**config.mk**
```make
export PLATFORM = sky130hd
export DESIGN_NAME = zlib_wrap_flat
export DESIGN_NICKNAME = d
export VERILOG_FILES = /design/src/rtl/zlib_wrap_if.sv /design/src/rtl/zlib_wrap.sv /design/src/flat_wrapper.sv
export SDC_FILE = /design/constraint.sdc
export NUM_CORES = 1
export LEC_CHECK = 0
export CAP_MARGIN = 20
export CORE_ASPECT_RATIO = 0.75
export CORE_UTILIZATION = 50
export DETAILED_ROUTE_END_ITERATION = 10
export GPL_TIMING_DRIVEN = 0
export PLACE_DENSITY = 0.73
export SLEW_MARGIN = 20
export SYNTH_ARGS = -nofsm -noshare
export SYNTH_HDL_FRONTEND = slang
export SYNTH_SLANG_ARGS = --single-unit
```
**constraint.sdc**
```tcl
create_clock -name clk -period 4.3 [get_ports clk]
set_input_delay 1.075 -clock clk [delete_from_list [all_inputs] [get_ports clk]]
set_output_delay 1.075 -clock clk [all_outputs]
set_load 0.005 [all_outputs]
```
**src/rtl/zlib_wrap_if.sv**
```systemverilog
// Handshake bundle around zlib_wrap: payload words in, Adler-32 result in, zlib stream words out.
interface zlib_wrap_if;
   logic        start_i;
   logic        val_i;
   logic        rdy_o;
   logic [31:0] dat_i;
   logic        lst_i;
   logic [2:0]  nbyt_i;
   logic        adl_val_i;
   logic [31:0] adl_dat_i;
   logic        val_o;
   logic        rdy_i;
   logic [31:0] dat_o;
   logic        lst_o;
   logic [2:0]  nbyt_o;
   logic        done_o;

   modport master (
      output start_i, val_i, dat_i, lst_i, nbyt_i, adl_val_i, adl_dat_i, rdy_i,
      input  rdy_o, val_o, dat_o, lst_o, nbyt_o, done_o
   );

   modport slave (
      input  start_i, val_i, dat_i, lst_i, nbyt_i, adl_val_i, adl_dat_i, rdy_i,
      output rdy_o, val_o, dat_o, lst_o, nbyt_o, done_o
   );
endinterface

```
**src/rtl/zlib_wrap.sv**
```systemverilog
// zlib framer: prepends CMF/FLG, passes the deflate payload through a 64-bit byte
// accumulator and appends the big-endian Adler-32 trailer.
module zlib_wrap #(
   parameter logic [7:0] HDR_CMF = 8'h78,
   parameter logic [7:0] HDR_FLG = 8'h01
) (
   input logic        clk,
   input logic        rst,
   zlib_wrap_if.slave bus
);
   localparam int unsigned DW = 32;
   localparam int unsigned AW = 2 * DW;

   localparam logic [1:0] S_IDLE     = 2'd0;
   localparam logic [1:0] S_DATA     = 2'd1;
   localparam logic [1:0] S_WAIT_ADL = 2'd2;
   localparam logic [1:0] S_FLUSH    = 2'd3;

   logic [1:0]    state_r, state_nx;
   logic [AW-1:0] acc_r, acc_nx;
   logic [2:0]    cnt_r, cnt_nx;
   logic          adl_got_r, adl_got_nx;
   logic [DW-1:0] adl_buf_r, adl_buf_nx;

   logic          rdy_r, rdy_nx;
   logic          val_r, val_nx;
   logic [DW-1:0] dat_r, dat_nx;
   logic          lst_r, lst_nx;
   logic [2:0]    nbyt_r, nbyt_nx;
   logic          done_r, done_nx;

   logic          acc_hs_c;
   logic          emit_hs_c;
   logic [2:0]    nb_c;
   logic [5:0]    keep_sh_c;
   logic [DW-1:0] keep_c;
   logic [AW-1:0] acc_sh_c;
   logic [2:0]    cnt_sh_c;

   assign acc_hs_c  = bus.val_i & rdy_r;
   assign emit_hs_c = val_r & bus.rdy_i;

   // Byte count of the incoming word and a mask that clears its unused trailing lanes
   always_comb begin
      nb_c = 3'd4;
      if (bus.lst_i && (bus.nbyt_i != 3'd0) && (bus.nbyt_i < 3'd4)) nb_c = bus.nbyt_i;
      keep_sh_c = {3'(3'd4 - nb_c), 3'b000};
      keep_c    = {DW{1'b1}} << keep_sh_c;
   end

   // Accumulator after one output word leaves
   always_comb begin
      acc_sh_c = {acc_r[DW-1:0], {DW{1'b0}}};
      cnt_sh_c = (cnt_r > 3'd4) ? 3'(cnt_r - 3'd4) : 3'd0;
   end

   always_comb begin
      state_nx   = state_r;
      acc_nx     = acc_r;
      cnt_nx     = cnt_r;
      adl_got_nx = adl_got_r;
      adl_buf_nx = adl_buf_r;
      done_nx    = 1'b0;
      rdy_nx     = 1'b0;
      val_nx     = 1'b0;
      dat_nx     = '0;
      lst_nx     = 1'b0;
      nbyt_nx    = 3'd0;

      case (state_r)
         S_IDLE: begin
            if (bus.start_i) begin
               state_nx   = S_DATA;
               acc_nx     = {HDR_CMF, HDR_FLG, {(AW-16){1'b0}}};
               cnt_nx     = 3'd2;
               adl_got_nx = 1'b0;
            end
         end
         S_DATA: begin
            if (acc_hs_c) begin
               acc_nx = acc_r | ({bus.dat_i & keep_c, {DW{1'b0}}} >> {cnt_r, 3'b000});
               cnt_nx = 3'(cnt_r + nb_c);
               if (bus.lst_i) state_nx = S_WAIT_ADL;
            end else if (emit_hs_c) begin
               acc_nx = acc_sh_c;
               cnt_nx = cnt_sh_c;
            end
         end
         S_WAIT_ADL: begin
            if (emit_hs_c) begin
               acc_nx = acc_sh_c;
               cnt_nx = cnt_sh_c;
            end else if (adl_got_r && (cnt_r < 3'd4)) begin
               acc_nx   = acc_r | ({adl_buf_r, {DW{1'b0}}} >> {cnt_r, 3'b000});
               cnt_nx   = 3'(cnt_r + 3'd4);
               state_nx = S_FLUSH;
            end
         end
         S_FLUSH: begin
            if (emit_hs_c) begin
               acc_nx = acc_sh_c;
               cnt_nx = cnt_sh_c;
               if (lst_r) begin
                  state_nx = S_IDLE;
                  done_nx  = 1'b1;
               end
            end
         end
         default: state_nx = S_IDLE;
      endcase

      // Checksum may land any time after start; a later pulse replaces an earlier one
      if ((state_r != S_IDLE) && bus.adl_val_i) begin
         adl_buf_nx = bus.adl_dat_i;
         adl_got_nx = 1'b1;
      end

      rdy_nx = (state_nx == S_DATA) && (cnt_nx < 3'd4);
      if ((state_nx == S_DATA) || (state_nx == S_WAIT_ADL)) val_nx = (cnt_nx >= 3'd4);
      else if (state_nx == S_FLUSH)                           val_nx = (cnt_nx != 3'd0);
      lst_nx = (state_nx == S_FLUSH) && (cnt_nx <= 3'd4);
      if (val_nx) nbyt_nx = (cnt_nx > 3'd4) ? 3'd4 : cnt_nx;
      for (int unsigned i = 0; i < 4; i++) begin
         if (3'(i) < cnt_nx) dat_nx[DW-1-8*i -: 8] = acc_nx[AW-1-8*i -: 8];
      end
   end

   always_ff @(posedge clk) begin
      if (rst) begin
         state_r   <= S_IDLE;
         acc_r     <= '0;
         cnt_r     <= 3'd0;
         adl_got_r <= 1'b0;
         adl_buf_r <= '0;
         rdy_r     <= 1'b0;
         val_r     <= 1'b0;
         dat_r     <= '0;
         lst_r     <= 1'b0;
         nbyt_r    <= 3'd0;
         done_r    <= 1'b0;
      end else begin
         state_r   <= state_nx;
         acc_r     <= acc_nx;
         cnt_r     <= cnt_nx;
         adl_got_r <= adl_got_nx;
         adl_buf_r <= adl_buf_nx;
         rdy_r     <= rdy_nx;
         val_r     <= val_nx;
         dat_r     <= dat_nx;
         lst_r     <= lst_nx;
         nbyt_r    <= nbyt_nx;
         done_r    <= done_nx;
      end
   end

   assign bus.rdy_o  = rdy_r;
   assign bus.val_o  = val_r;
   assign bus.dat_o  = dat_r;
   assign bus.lst_o  = lst_r;
   assign bus.nbyt_o = nbyt_r;
   assign bus.done_o = done_r;
endmodule

```
**src/flat_wrapper.sv**
```systemverilog
// flat-port wrapper written by rule: the top's interface ports become plain ports
module zlib_wrap_flat 
#(
   parameter logic [7:0] HDR_CMF = 8'h78,
   parameter logic [7:0] HDR_FLG = 8'h01
)
  (clk, rst, bus_start_i, bus_val_i, bus_dat_i, bus_lst_i, bus_nbyt_i, bus_adl_val_i, bus_adl_dat_i, bus_rdy_i, bus_rdy_o, bus_val_o, bus_dat_o, bus_lst_o, bus_nbyt_o, bus_done_o);
  zlib_wrap_if bus_i ();
  input logic clk;
  input logic rst;
  input wire logic [$bits(bus_i.start_i)-1:0] bus_start_i;
  input wire logic [$bits(bus_i.val_i)-1:0] bus_val_i;
  input wire logic [$bits(bus_i.dat_i)-1:0] bus_dat_i;
  input wire logic [$bits(bus_i.lst_i)-1:0] bus_lst_i;
  input wire logic [$bits(bus_i.nbyt_i)-1:0] bus_nbyt_i;
  input wire logic [$bits(bus_i.adl_val_i)-1:0] bus_adl_val_i;
  input wire logic [$bits(bus_i.adl_dat_i)-1:0] bus_adl_dat_i;
  input wire logic [$bits(bus_i.rdy_i)-1:0] bus_rdy_i;
  output wire logic [$bits(bus_i.rdy_o)-1:0] bus_rdy_o;
  output wire logic [$bits(bus_i.val_o)-1:0] bus_val_o;
  output wire logic [$bits(bus_i.dat_o)-1:0] bus_dat_o;
  output wire logic [$bits(bus_i.lst_o)-1:0] bus_lst_o;
  output wire logic [$bits(bus_i.nbyt_o)-1:0] bus_nbyt_o;
  output wire logic [$bits(bus_i.done_o)-1:0] bus_done_o;
  assign bus_i.start_i = bus_start_i;
  assign bus_i.val_i = bus_val_i;
  assign bus_i.dat_i = bus_dat_i;
  assign bus_i.lst_i = bus_lst_i;
  assign bus_i.nbyt_i = bus_nbyt_i;
  assign bus_i.adl_val_i = bus_adl_val_i;
  assign bus_i.adl_dat_i = bus_adl_dat_i;
  assign bus_i.rdy_i = bus_rdy_i;
  assign bus_rdy_o = bus_i.rdy_o;
  assign bus_val_o = bus_i.val_o;
  assign bus_dat_o = bus_i.dat_o;
  assign bus_lst_o = bus_i.lst_o;
  assign bus_nbyt_o = bus_i.nbyt_o;
  assign bus_done_o = bus_i.done_o;
  zlib_wrap #(.HDR_CMF(HDR_CMF), .HDR_FLG(HDR_FLG)) u_core (.clk(clk), .rst(rst), .bus(bus_i));
endmodule
```
==> out/qor.log <==
INFO  pwr            powerDensity=345.4nW/um^2
INFO  critical_path  path_max_fanout=10
INFO  pwr            cellLeakagePower=0.003647uW
INFO  sta            grt_setup_unrepaired=no
INFO  place          numPortBuffers=110
INFO  critical_path  cp.arrival=4.33ns
INFO  critical_path  cpMostUsedCell=sky130_fd_sc_hd__ha_1
INFO  logic_synthesis synthesis.area_per_instance=8.441squm
INFO  logic_synthesis async_reset_ff_share=0%
INFO  finish         antenna_cells_inserted=0
INFO  pwr            report.power.total=3672uW
INFO  sta            hold_viol_final=0
INFO  finish         layout-area-overhead-vs-synth=22.40%
INFO  logic_synthesis synth_enable_flop_cells=0
INFO  cts            cts.reportedPaths.clkPinSlew=0.07ns
INFO  route          drt_iter0_markers=1593
INFO  run            max-cap-violations=0
INFO  logic_synthesis cells_after_synth=1029
INFO  floorplanning  floorplan.initialDensity=51.31%
INFO  floorplanning  cell_row_count=41
INFO  route          drt-total-wl=40040microns
INFO  logic_synthesis postSynth.topFlopCell=sky130_fd_sc_hd__dfxtp_1
INFO  cts            clk_latency=0.45ns
INFO  floorplanning  floorplan.die_area=17910squm
INFO  place          final_weighted_congestion_in_routability_driven_placement=1.106
INFO  critical_path  criticalPathCategory=input port to register
INFO  cts            postCtsResizedCells=0
INFO  global_routing grt_start_max_net_pins=17
INFO  cts            cts_tree=yes
INFO  critical_path  critical_path.n_buffers_inverters=3
INFO  critical_path  cp_slowest_cell=sky130_fd_sc_hd__clkbuf_1
INFO  critical_path  worstSetupEndpointType=register
INFO  cts            post_cts_buffers=0
INFO  route          first_pass_iters=9
INFO  critical_path  timing.critical_path.required=4.58ns
INFO  finish         num-nets-final=1239
INFO  sta            period_share=94.14%
INFO  min_path       worst_hold_path_type=register to register
INFO  critical_path  cp_cell_sequence=clkdlybuf4s50_1 > nor2b_1 > nand2_1 > ha_1 > ha_1 > buf_2 > clkbuf_1 > a211oi_1 > o311a_1 > o32ai_1 > nor2_1
INFO  global_routing initial_antenna_violation_count=0
INFO  sta            drv_slew=0
INFO  cts            cts_sinks=141
INFO  logic_synthesis syn-num-nets=1110
INFO  route          detail-route-antenna-nets=0
INFO  place          detailedPlacementHpwl=29670microns
INFO  logic_synthesis yosys_warnings=0
INFO  logic_synthesis post_synth_instance_area=8686squm
INFO  place          worst_setup_slack_post_dpl=-0.08420ns
INFO  route          route.detailed.drc=0
INFO  critical_path  worst_path_dominant_cell_family=buffers and inverters
INFO  critical_path  worst-r2r-setup-slack=0.97ns
INFO  cts            cts-root-buf=sky130_fd_sc_hd__clkbuf_16
INFO  floorplanning  ports=113
INFO  cts            max-clock-path-buffers=2
INFO  cts            post_cts_hold_buffer_count=0
INFO  sta            finClkSkew=0.01424ns
INFO  pwr            power.ir.vdd_worst=0.0001993V
INFO  sta            totalNegativeSetupSlack=0ns
INFO  finish         drive_gt1_share=13.49%
INFO  floorplanning  floorplan.die.height=116.1microns
INFO  global_routing track_usage=44.75%
INFO  floorplanning  fp.dieW=154.2microns
INFO  cts            cts_made_buffers=17
INFO  critical_path  worst_path_largest_cell_delay=0.58ns
INFO  floorplanning  core-area=16930squm
INFO  cts            cts.htree.levels=4
INFO  global_routing vias_in_the_first_global_route=9166
INFO  sta            worst_slew_margin_rel=27.21%
INFO  route          route.detailed.wl_per_inst=28.89microns
INFO  sta            timing.final.ws_setup=0.2521ns
INFO  sta            min_period=4.048ns
INFO  critical_path  setup.worst_path.start_class=input port
INFO  logic_synthesis yosysUniqueCellTypes=86
INFO  global_routing global_route_wire_length_before_repair=57550microns
INFO  sta            setup_viol=0
INFO  global_routing globalRoute.totalOverflow=0
INFO  status         status=completed
INFO  sta            tightestPinTransition=1.085ns
INFO  route          avgViaCountPerCell=7.128
INFO  logic_synthesis synth.ff_latch_count=141
INFO  route          dr_total_vias=9879
INFO  logic_synthesis synth_seq_area_share=32.50%
INFO  sta            max_clock_freq=0.2470GHz
cell families after synthesis:
group	synth area share, %
AOI/OAI and AO/OA	34.51
and+or+nand+nor	18.28
DFF	32.50
buffers and inverters	6.309
muxes	7.202
adders and majority gates	1.095
xor gates and xnor gates	0.1009
Yosys cell counts, types with 8 or more instances:
master | instances | share of area [%]
sky130_fd_sc_hd__a21o_1 | 12 | 1.0
sky130_fd_sc_hd__o32a_1 | 8 | 0.92
sky130_fd_sc_hd__mux2_2 | 42 | 5.4
sky130_fd_sc_hd__o2bb2ai_1 | 15 | 1.5
sky130_fd_sc_hd__nor2b_1 | 11 | 0.79
sky130_fd_sc_hd__o221ai_1 | 12 | 1.2
sky130_fd_sc_hd__a31oi_1 | 9 | 0.65
sky130_fd_sc_hd__o311a_1 | 8 | 0.92
sky130_fd_sc_hd__buf_2 | 26 | 1.5
sky130_fd_sc_hd__nand2b_1 | 9 | 0.65
sky130_fd_sc_hd__nor2_1 | 99 | 4.3
sky130_fd_sc_hd__buf_4 | 11 | 0.95
sky130_fd_sc_hd__nor3_1 | 20 | 1.2
sky130_fd_sc_hd__a222oi_1 | 13 | 1.5
sky130_fd_sc_hd__a211o_1 | 15 | 1.5
sky130_fd_sc_hd__a221oi_1 | 10 | 1.0
sky130_fd_sc_hd__dfxtp_1 | 141 | 32
sky130_fd_sc_hd__a211oi_1 | 15 | 1.3
sky130_fd_sc_hd__o21ai_0 | 39 | 2.2
sky130_fd_sc_hd__clkbuf_1 | 48 | 2.1
sky130_fd_sc_hd__nand3_1 | 8 | 0.46
sky130_fd_sc_hd__inv_1 | 18 | 0.78
sky130_fd_sc_hd__mux2i_1 | 13 | 1.5
sky130_fd_sc_hd__a21oi_1 | 105 | 6.1
sky130_fd_sc_hd__or3b_1 | 11 | 1.1
sky130_fd_sc_hd__a22o_1 | 15 | 1.5
sky130_fd_sc_hd__nand3b_1 | 8 | 0.69
sky130_fd_sc_hd__a2111oi_0 | 8 | 0.81
sky130_fd_sc_hd__o32ai_1 | 9 | 0.91
sky130_fd_sc_hd__nand2_1 | 100 | 4.3
sky130_fd_sc_hd__a22oi_1 | 36 | 3.1
sky130_fd_sc_hd__a221o_1 | 11 | 1.3
report_power, final:
group,switching [uW],internal (uW)
Clock,674,816
Combinational,506,278
Sequential,48.2,1350
Total,1230,2440
worst min-delay path, cell delays in order (launching register included):
cell                      delay, ns
sky130_fd_sc_hd__dfxtp_1       0.33
sky130_fd_sc_hd__nand2_1       0.06
sky130_fd_sc_hd__a21oi_1       0.05
per-layer routing:
| layer | vias to the layer above | part of all wire (%) | global-route usage, % |
|---|---|---|---|
| li1 | 4195 | - | - |
| met1 | 4626 | 40 | 59.19 |
| met2 | 882 | 38 | 60.85 |
| met3 | 172 | 16 | 19.33 |
| met4 | 4 | 5.5 | 23.60 |
| met5 | - | 0.31 | 3.175 |
flip-flops by register name (all words and copies together), names as in the netlist:
register,cells
u_core.bus.dat_o,32
u_core.bus.nbyt_o,3
u_core.bus.rdy_o,1
u_core.bus.val_o,1
u_core.acc_r,64
u_core.adl_got_r,1
u_core.bus.done_o,1
u_core.state_r,2
u_core.cnt_r,3
u_core.bus.lst_o,1
u_core.adl_buf_r,32
placed cells by master (no fill, tap or decap), drive strengths merged, types with 9 or more instances in the layout:
| cell | count |
|---|---|
| dfxtp | 141 |
| clkdlybuf4s50 | 110 |
| a21oi | 106 |
| nand2 | 101 |
| nor2 | 101 |
| clkbuf | 66 |
| buf | 46 |
| mux2 | 42 |
| o21ai | 40 |
| a22oi | 36 |
| inv | 28 |
| nor3 | 25 |
| a211oi | 19 |
| a22o | 15 |
| o2bb2ai | 15 |
| a211o | 15 |
| a222oi | 13 |
| mux2i | 13 |
| o221ai | 13 |
| or3b | 13 |
| a21o | 12 |
| a221oi | 12 |
| nor2b | 11 |
| a221o | 11 |
| a2111oi | 11 |
| a31oi | 9 |
| nand2b | 9 |
| o32ai | 9 |
metrics by stage:
stage | utilization (%) | instances | hold slack [ns] | area (sq um)
after CTS | 62.80 | 1386 | 0.4933 | 10630
after floorplan | - | 1029 | 0.4529 | 8686
after detailed placement | 59.40 | 1354 | 0.4840 | 10060
after global routing | 62.80 | 1386 | 0.5211 | 10630
after global placement | 59.40 | 1354 | 0.4729 | 10060
final | 62.80 | 1386 | 0.4954 | 10630
final cells by class:
class                      instances  area (sq um)
buffer                            95         476.7
clock buffer                      17         425.4
fill                            1528          6297
timing repair buffer             110          1101
inverter                          19         71.32
clock inverter                    15         150.1
sequential                       141          2823
multi-input combinational        774          5315
tap                              215         269.0
worst paths after layout:
check / cells after the start / end / startpoint
max: 11 / u_core.bus.dat_o[16] / bus_lst_i
min: 2 / u_core.adl_buf_r[12] / u_core.adl_buf_r[12]
max reg2reg: 10 / u_core.bus.dat_o[16] / u_core.cnt_r[1]
min reg2reg: 2 / u_core.adl_buf_r[12] / u_core.adl_buf_r[12]
Power figures use the tool's default switching activity.
